<file path="src/rtl/ddc_pkg.sv">
// ----------------------------------------------------------------------------
// ddc_pkg
// Shared constants and helper functions for the digital downconverter.
//   - PROD_W      : width of the mixer product (7-bit sample x 8-bit LUT)
//   - CIC_N       : CIC filter order (integrator / comb stage count)
//   - LUT_AW/W    : NCO lookup table address and data widths
//   - cic_width() : register width of a CIC branch for a given decimation
//   - sin_lut()   : round(127*sin(2*pi*k/256)), 8-bit signed
//   - cos_lut()   : round(127*cos(2*pi*k/256)), 8-bit signed
// ----------------------------------------------------------------------------
package ddc_pkg;

    localparam int PROD_W    = 15;
    localparam int CIC_N     = 3;
    localparam int LUT_AW    = 8;
    localparam int LUT_W     = 8;
    localparam int LUT_DEPTH = 1 << LUT_AW;

    // Quarter-wave table, entry k = round(127*sin(pi*k/128)) for k = 0..64.
    // The full 256-entry tables are built from this by quadrant symmetry so
    // the values are exact integers rather than tool-dependent real math.
    localparam logic [0:64][7:0] QSIN = {
        8'd0,   8'd3,   8'd6,   8'd9,   8'd12,  8'd16,  8'd19,  8'd22,
        8'd25,  8'd28,  8'd31,  8'd34,  8'd37,  8'd40,  8'd43,  8'd46,
        8'd49,  8'd51,  8'd54,  8'd57,  8'd60,  8'd63,  8'd65,  8'd68,
        8'd71,  8'd73,  8'd76,  8'd78,  8'd81,  8'd83,  8'd85,  8'd88,
        8'd90,  8'd92,  8'd94,  8'd96,  8'd98,  8'd100, 8'd102, 8'd104,
        8'd106, 8'd107, 8'd109, 8'd111, 8'd112, 8'd113, 8'd115, 8'd116,
        8'd117, 8'd118, 8'd120, 8'd121, 8'd122, 8'd122, 8'd123, 8'd124,
        8'd125, 8'd125, 8'd126, 8'd126, 8'd126, 8'd127, 8'd127, 8'd127,
        8'd127
    };

    // Bit growth of an N-stage CIC with differential delay 1 is N*log2(R).
    function automatic int cic_width(input int decim);
        return PROD_W + CIC_N * $clog2(decim);
    endfunction

    function automatic logic signed [LUT_W-1:0] sin_lut(input logic [LUT_AW-1:0] idx);
        logic [6:0]              k;
        logic signed [LUT_W-1:0] mag;
        // Quadrants 1 and 3 run the quarter table backwards; 2 and 3 negate.
        k   = idx[6] ? (7'd64 - {1'b0, idx[5:0]}) : {1'b0, idx[5:0]};
        mag = $signed(QSIN[k]);
        return idx[7] ? -mag : mag;
    endfunction

    function automatic logic signed [LUT_W-1:0] cos_lut(input logic [LUT_AW-1:0] idx);
        return sin_lut(idx + LUT_AW'(64));
    endfunction

endpackage

</file>
<file path="src/rtl/ddc_mixer_cic_cic_decimator.sv">
// ----------------------------------------------------------------------------
// cic_decimator
// One branch of a CIC_N-stage CIC decimator (differential delay 1).
//   clk_i        : clock
//   rst_i        : synchronous active-high reset
//   din_i        : signed mixer product
//   din_valid_i  : din_i carries a sample this cycle; integrators advance
//   dump_i       : qualifies the sample that completes a decimation block
//   dout_o       : truncated comb output, valid while dout_valid_o is high
//   dout_valid_o : one-cycle strobe, comb chain evaluated this cycle
// Integrators wrap in two's complement by design; the comb differences
// recover the exact result as long as CIC_W holds the full bit growth.
// ----------------------------------------------------------------------------
module cic_decimator
    import ddc_pkg::*;
#(
    parameter int DECIM = 64,
    parameter int OUT_W = 16
)(
    input  logic                     clk_i,
    input  logic                     rst_i,
    input  logic signed [PROD_W-1:0] din_i,
    input  logic                     din_valid_i,
    input  logic                     dump_i,
    output logic signed [OUT_W-1:0]  dout_o,
    output logic                     dout_valid_o
);

    localparam int CIC_W = cic_width(DECIM);

    logic signed [CIC_W-1:0] integ_q    [CIC_N];
    logic signed [CIC_W-1:0] integ_d    [CIC_N];
    logic signed [CIC_W-1:0] comb_dly_q [CIC_N];
    logic signed [CIC_W-1:0] comb_stage [CIC_N+1];
    logic signed [CIC_W-1:0] din_ext;
    logic                    dump_q;

    // Integrators cascade within one cycle: each stage adds the already
    // updated value of the stage before it, so the chain is a pure
    // triple running sum with no extra inter-stage delay.
    always_comb begin
        din_ext    = CIC_W'(din_i);
        integ_d[0] = integ_q[0] + din_ext;
        for (int k = 1; k < CIC_N; k++) begin
            integ_d[k] = integ_q[k] + integ_d[k-1];
        end
    end

    // Comb chain evaluated combinationally from the last integrator; the
    // delay registers only advance on the decimated strobe.
    always_comb begin
        comb_stage[0] = integ_q[CIC_N-1];
        for (int k = 0; k < CIC_N; k++) begin
            comb_stage[k+1] = comb_stage[k] - comb_dly_q[k];
        end
        dout_o = comb_stage[CIC_N][CIC_W-1 -: OUT_W];
    end

    assign dout_valid_o = dump_q;

    always_ff @(posedge clk_i) begin
        if (rst_i) begin
            dump_q <= 1'b0;
            for (int k = 0; k < CIC_N; k++) begin
                integ_q[k]    <= '0;
                comb_dly_q[k] <= '0;
            end
        end else begin
            dump_q <= din_valid_i & dump_i;
            for (int k = 0; k < CIC_N; k++) begin
                if (din_valid_i) begin
                    integ_q[k] <= integ_d[k];
                end
                if (dump_q) begin
                    comb_dly_q[k] <= comb_stage[k];
                end
            end
        end
    end

endmodule

</file>
<file path="src/rtl/ddc_mixer_cic.sv">
// ----------------------------------------------------------------------------
// ddc_mixer_cic
// Digital downconverter: offset-binary ADC samples are mixed with an NCO to
// complex baseband and decimated by DECIM through matched CIC branches.
//   i_sysclk_40 : 40 MHz system clock
//   i_rst       : synchronous active-high reset
//   i_adc_data  : ADC sample, offset binary (0 = most negative)
//   i_adc_dv    : sample qualifier, one sample per high cycle
//   i_ftw       : NCO tuning word, sampled with each valid sample
//   o_i / o_q   : signed baseband I/Q, held between strobes
//   o_dv        : one-cycle strobe, 4 cycles after the block's last sample
// Pipeline: LUT/convert reg -> product reg -> integrators -> comb + output.
// ----------------------------------------------------------------------------
module ddc_mixer_cic
    import ddc_pkg::*;
#(
    parameter int ADC_W   = 7,
    parameter int PHASE_W = 32,
    parameter int DECIM   = 64,
    parameter int OUT_W   = 16
)(
    input  logic                    i_sysclk_40,
    input  logic                    i_rst,
    input  logic [ADC_W-1:0]        i_adc_data,
    input  logic                    i_adc_dv,
    input  logic [PHASE_W-1:0]      i_ftw,
    output logic signed [OUT_W-1:0] o_i,
    output logic signed [OUT_W-1:0] o_q,
    output logic                    o_dv
);

    localparam int CNT_W = $clog2(DECIM);

    // NCO tables; synthesis folds the constant function calls into ROMs
    logic signed [LUT_W-1:0] cos_rom [LUT_DEPTH];
    logic signed [LUT_W-1:0] sin_rom [LUT_DEPTH];

    genvar gi;
    generate
        for (gi = 0; gi < LUT_DEPTH; gi++) begin : g_rom
            assign cos_rom[gi] = cos_lut(LUT_AW'(gi));
            assign sin_rom[gi] = sin_lut(LUT_AW'(gi));
        end
    endgenerate

    logic [PHASE_W-1:0]       phase_q, phase_d;
    logic [CNT_W-1:0]         cnt_q, cnt_d;
    logic                     cnt_wrap;
    logic [LUT_AW-1:0]        lut_idx;
    logic signed [ADC_W-1:0]  samp_d, samp_q;
    logic signed [LUT_W-1:0]  cos_q, sin_q;
    logic                     dv1_q, last1_q, dv2_q, last2_q;
    logic signed [PROD_W-1:0] prod_i_d, prod_i_q, prod_q_d, prod_q_q;
    logic signed [OUT_W-1:0]  cic_i_dout, cic_q_dout;
    logic                     cic_i_vld, cic_q_vld;
    logic signed [OUT_W-1:0]  o_i_q, o_q_q;
    logic                     o_dv_q;

    always_comb begin
        // Flipping the MSB turns offset binary into two's complement
        samp_d   = {~i_adc_data[ADC_W-1], i_adc_data[ADC_W-2:0]};
        lut_idx  = phase_q[PHASE_W-1 -: LUT_AW];
        cnt_wrap = (cnt_q == CNT_W'(DECIM - 1));
        phase_d  = phase_q;
        cnt_d    = cnt_q;
        if (i_adc_dv) begin
            phase_d = phase_q + i_ftw;
            cnt_d   = cnt_wrap ? '0 : cnt_q + CNT_W'(1);
        end
        prod_i_d = PROD_W'(samp_q) * PROD_W'(cos_q);
        prod_q_d = -(PROD_W'(samp_q) * PROD_W'(sin_q));
    end

    // Control path: everything that must clear on reset
    always_ff @(posedge i_sysclk_40) begin
        if (i_rst) begin
            phase_q <= '0;
            cnt_q   <= '0;
            dv1_q   <= 1'b0;
            last1_q <= 1'b0;
            dv2_q   <= 1'b0;
            last2_q <= 1'b0;
            o_i_q   <= '0;
            o_q_q   <= '0;
            o_dv_q  <= 1'b0;
        end else begin
            phase_q <= phase_d;
            cnt_q   <= cnt_d;
            dv1_q   <= i_adc_dv;
            last1_q <= i_adc_dv & cnt_wrap;
            dv2_q   <= dv1_q;
            last2_q <= last1_q;
            o_dv_q  <= cic_i_vld & cic_q_vld;
            if (cic_i_vld) begin
                o_i_q <= cic_i_dout;
            end
            if (cic_q_vld) begin
                o_q_q <= cic_q_dout;
            end
        end
    end

    // Data path: qualified by the valid pipeline, so no reset is needed and
    // the table read stays a plain registered ROM access.
    always_ff @(posedge i_sysclk_40) begin
        if (i_adc_dv) begin
            samp_q <= samp_d;
            cos_q  <= cos_rom[lut_idx];
            sin_q  <= sin_rom[lut_idx];
        end
        prod_i_q <= prod_i_d;
        prod_q_q <= prod_q_d;
    end

    cic_decimator #(
        .DECIM (DECIM),
        .OUT_W (OUT_W)
    ) u_cic_i (
        .clk_i        (i_sysclk_40),
        .rst_i        (i_rst),
        .din_i        (prod_i_q),
        .din_valid_i  (dv2_q),
        .dump_i       (last2_q),
        .dout_o       (cic_i_dout),
        .dout_valid_o (cic_i_vld)
    );

    cic_decimator #(
        .DECIM (DECIM),
        .OUT_W (OUT_W)
    ) u_cic_q (
        .clk_i        (i_sysclk_40),
        .rst_i        (i_rst),
        .din_i        (prod_q_q),
        .din_valid_i  (dv2_q),
        .dump_i       (last2_q),
        .dout_o       (cic_q_dout),
        .dout_valid_o (cic_q_vld)
    );

    assign o_i  = o_i_q;
    assign o_q  = o_q_q;
    assign o_dv = o_dv_q;

endmodule

</file>
<file path="config.mk">
export PLATFORM = sky130hd
export DESIGN_NAME = ddc_mixer_cic
export DESIGN_NICKNAME = d
export VERILOG_FILES = /design/src/rtl/ddc_pkg.sv /design/src/rtl/ddc_mixer_cic_cic_decimator.sv /design/src/rtl/ddc_mixer_cic.sv
export SDC_FILE = /design/constraint.sdc
export NUM_CORES = 2
export LEC_CHECK = 0
export ABC_CLOCK_PERIOD_IN_PS = 8860
export CORE_MARGIN = 1.5
export CORE_UTILIZATION = 42
export DETAILED_ROUTE_END_ITERATION = 8
export GPL_ROUTABILITY_DRIVEN = 0
export PLACE_DENSITY = 0.67
export SLEW_MARGIN = 15
export SYNTH_ARGS = -nofsm -noshare
export SYNTH_HDL_FRONTEND = slang
export SYNTH_HIERARCHICAL = 1
export SYNTH_SLANG_ARGS = --single-unit
</file>
<file path="constraint.sdc">
create_clock -name i_sysclk_40 -period 8.86 [get_ports i_sysclk_40]
set_clock_uncertainty 0.15 [all_clocks]
set_input_delay 1.772 -clock i_sysclk_40 [delete_from_list [all_inputs] [get_ports i_sysclk_40]]
set_output_delay 1.772 -clock i_sysclk_40 [all_outputs]
set_load 0.03 [all_outputs]
</file>
==> flow_metrics.env <==
export IMPL_initial_core_util_pct=42.42
export IMPL_wl_met2_um=44510
export IMPL_tns_ns=0
export IMPL_num_vias=34944
export IMPL_fin_nets=5564
export IMPL_syn_nets=5576
export IMPL_hold_viol=0
export IMPL_end_kind="flop"
export IMPL_clk_path_buf_depth=3
export IMPL_die_h_um=332.0
export IMPL_ctsHoldBuffers=0
export IMPL_yosysWarnings=6
export IMPL_period_share_pct=87.40
export IMPL_drcViolationCount=0
export IMPL_setup_violations=0
export IMPL_clock_sinks=526
export IMPL_grt_ovfl_total=0
export IMPL_synth_cell_types=107
export IMPL_cts_setup_buffers=0
export IMPL_rows=120
export IMPL_critPathKind="reg2reg"
export IMPL_syn_inst=4943
export IMPL_worst_path_max_fanout=6
export IMPL_netlist_area_um2=45470
export IMPL_synth_edf_count=419
export IMPL_routed_wl_um=98170
export IMPL_crit_required_ns=9.08
export IMPL_finalMaxSlewViolations=0
export IMPL_via_per_inst=5.473
export IMPL_drtAntennaViolNets=0
export IMPL_areaGrowthSynthToFinish_pct=9.328
export IMPL_clock_latency_ns=0.64
export IMPL_die_w_um=332.0
export IMPL_met3_length_um=4261
export IMPL_cts_tree="built"
export IMPL_avgSynthCellArea_um2=9.199
export IMPL_grt_pass1_vias=33631
export IMPL_outcome="complete, no violations"
export IMPL_drt_pre_antenna_iters=5
export IMPL_grt_first_pass_wirelength_um=164700
export IMPL_fill_cells=10214
export IMPL_synth_seq_area_share_pct=32.38
export IMPL_slew_limit_headroom_pct=8.505
export IMPL_cts_root_buf="clkbuf_16"
export IMPL_multiInputGateArea_um2=28210
export IMPL_coreArea_um2=107200
export IMPL_worstHoldPathType="reg2reg"
export IMPL_seq_area_um2=14730
export IMPL_max_freq_mhz=129.1
export IMPL_wire_per_inst_um=15.38
export IMPL_cts_buffers=68
export IMPL_n_antenna_cell=0
export IMPL_io_pins=75
export IMPL_grt_start_max_net_pins=91
export IMPL_crit_arrival_ns=7.97
export IMPL_synth_seq_cells=526
export IMPL_dpl_hpwl_um=71900
export IMPL_drive_gt1_share_pct=4.215
export IMPL_antenna_found_initial=1
export IMPL_worstMarginPinSlew_ns=1.338
export IMPL_clk_pin_slew_worst_paths_ns=0.06
export IMPL_highest_layer="met4"
export IMPL_grt_use_total_pct=17.52
export IMPL_drv_cap=0
export IMPL_cts_max_level=3
export IMPL_initialDrtViolationCount=2191
export IMPL_async_flop_share_pct=0
export IMPL_cts_resized_gates=0
export IMPL_start_kind="flop"
export IMPL_synthFlopType="edfxtp_1"
export IMPL_io_buffers=74
export IMPL_rsz0062_at_grt="no"
export IMPL_met1Wirelength_um=47640
export IMPL_die_area_um2=110300
export IMPL_period_needed_ns=7.744
## stage by stage
stage	hold slack [ns]	instances	cell area [um2]	setup slack, ns	util, %
after detailed placement	0.2739	6264	47350	1.370	44.16
after global placement	0.2718	6264	47350	1.546	44.16
final	0.2696	6385	49710	1.116	46.37
after global routing	0.2958	6385	49710	0.4188	46.37
after floorplan	0.2638	4943	45470	2.190	-
after CTS	0.2679	6385	49710	1.237	46.37
## critical path: stages (launching register included)
cell and delay (ns):
edfxtp_1 0.37, ha_1 0.22, fa_1 0.40, a21o_1 0.18, a211oi_1 0.38, o21ai_0 0.26, and3_1 0.27, o21ai_0 0.17
nand2b_1 0.12, xor2_1 0.22, ha_1 0.32, and4_1 0.23, a311oi_1 0.53, nor2_1 0.13, a211o_1 0.32, a21o_1 0.19
a21oi_1 0.17, xnor2_1 0.12, ha_1 0.39, nand2_1 0.13, a2111oi_0 1.06, o311ai_0 0.37, o21ai_0 0.37, nand4_1 0.15
nand2_1 0.11, xnor2_1 0.11, nor2_1 0.05
## sequential cells by signal, summed over array words and instances, names as in the netlist, 6 cells and up
name and count:
cnt_q 6, u_cic_q/comb_dly_q 99, phase_q 32, u_cic_i/comb_dly_q 99
u_cic_i/integ_q 99, o_q 16, cos_q 8, u_cic_q/integ_q 99
samp_q 7, o_i 16, sin_q 8, prod_i_q 15
prod_q_q 15
## kinds of logic after synthesis
family	synth area share (%)
compound gates	18.82
xor+xnor	7.171
fa+ha+maj	17.88
buf+inv	5.679
flops	32.38
mux	1.899
simple gates	16.17
## Yosys cell counts (60+ instances only)
library cell / count / area, um2
nand2b_1: 64 / 400.4
clkbuf_1: 121 / 454.2
xor2_1: 136 / 1191
and2_1: 367 / 2296
a21o_1: 186 / 1396
xnor2_1: 226 / 1979
dfxtp_1: 107 / 2142
inv_1: 472 / 1772
nand2_1: 289 / 1085
nor3_1: 60 / 300.3
a21oi_1: 392 / 1962
edfxtp_1: 419 / 12580
nor2_1: 359 / 1348
fa_1: 98 / 1962
o21ai_0: 229 / 1146
ha_1: 493 / 6168
nand3_1: 72 / 360.4
## path summary, 6_finish.rpt
| check | end | start | slack (ns) | depth (start not counted) |
|---|---|---|---|---|
| worst max register to register | u_cic_i/integ_q[0][97]$_SDFFCE_PN0P_ | u_cic_i/integ_q[0][0]$_SDFFCE_PN0P_ | 1.12 | 26 |
| worst min register to register | u_cic_i/dout_valid_o$_SDFF_PP0_ | last2_q$_SDFF_PP0_ | 0.27 | 1 |
| worst max-delay path | u_cic_i/integ_q[0][97]$_SDFFCE_PN0P_ | u_cic_i/integ_q[0][0]$_SDFFCE_PN0P_ | 1.12 | 26 |
| worst min-delay path | u_cic_i/dout_valid_o$_SDFF_PP0_ | last2_q$_SDFF_PP0_ | 0.27 | 1 |
## final cells by class
type / instances / share of cell area, %
inverters: 473 / 3.571
clock buffers: 92 / 3.868
flip-flops and latches: 526 / 29.62
multi-input cells: 3768 / 56.74
well taps: 1403 / 3.531
clock inverters: 29 / 0.8960
repair buffers: 94 / 1.777
## cell usage in the layout, fill, tap and decap left out, types with 55 or more instances in the layout
| master | count |
|---|---|
| clkdlybuf4s50_1 | 72 |
| a21o_1 | 186 |
| ha_1 | 493 |
| fa_1 | 98 |
| nand3_1 | 72 |
| nor2_1 | 359 |
| edfxtp_1 | 419 |
| nor2b_1 | 55 |
| nand2_1 | 289 |
| nand2b_1 | 64 |
| xnor2_1 | 226 |
| inv_1 | 472 |
| mux2i_1 | 57 |
| o21a_1 | 56 |
| o21ai_0 | 229 |
| nor3_1 | 60 |
| and2_1 | 367 |
| clkbuf_16 | 69 |
| xor2_1 | 136 |
| dfxtp_1 | 106 |
| a21oi_1 | 392 |
## routing by layer
metal  up-vias  GRT usage, %
met5         -             0
met4         0         4.285
met3       118         2.335
met2       719         28.73
met1     16567         24.35
li1      17540             -
Power is left out: the tool's default activity adds up to more than one toggle a clock period on the data nets, which glitch-free logic cannot reach.
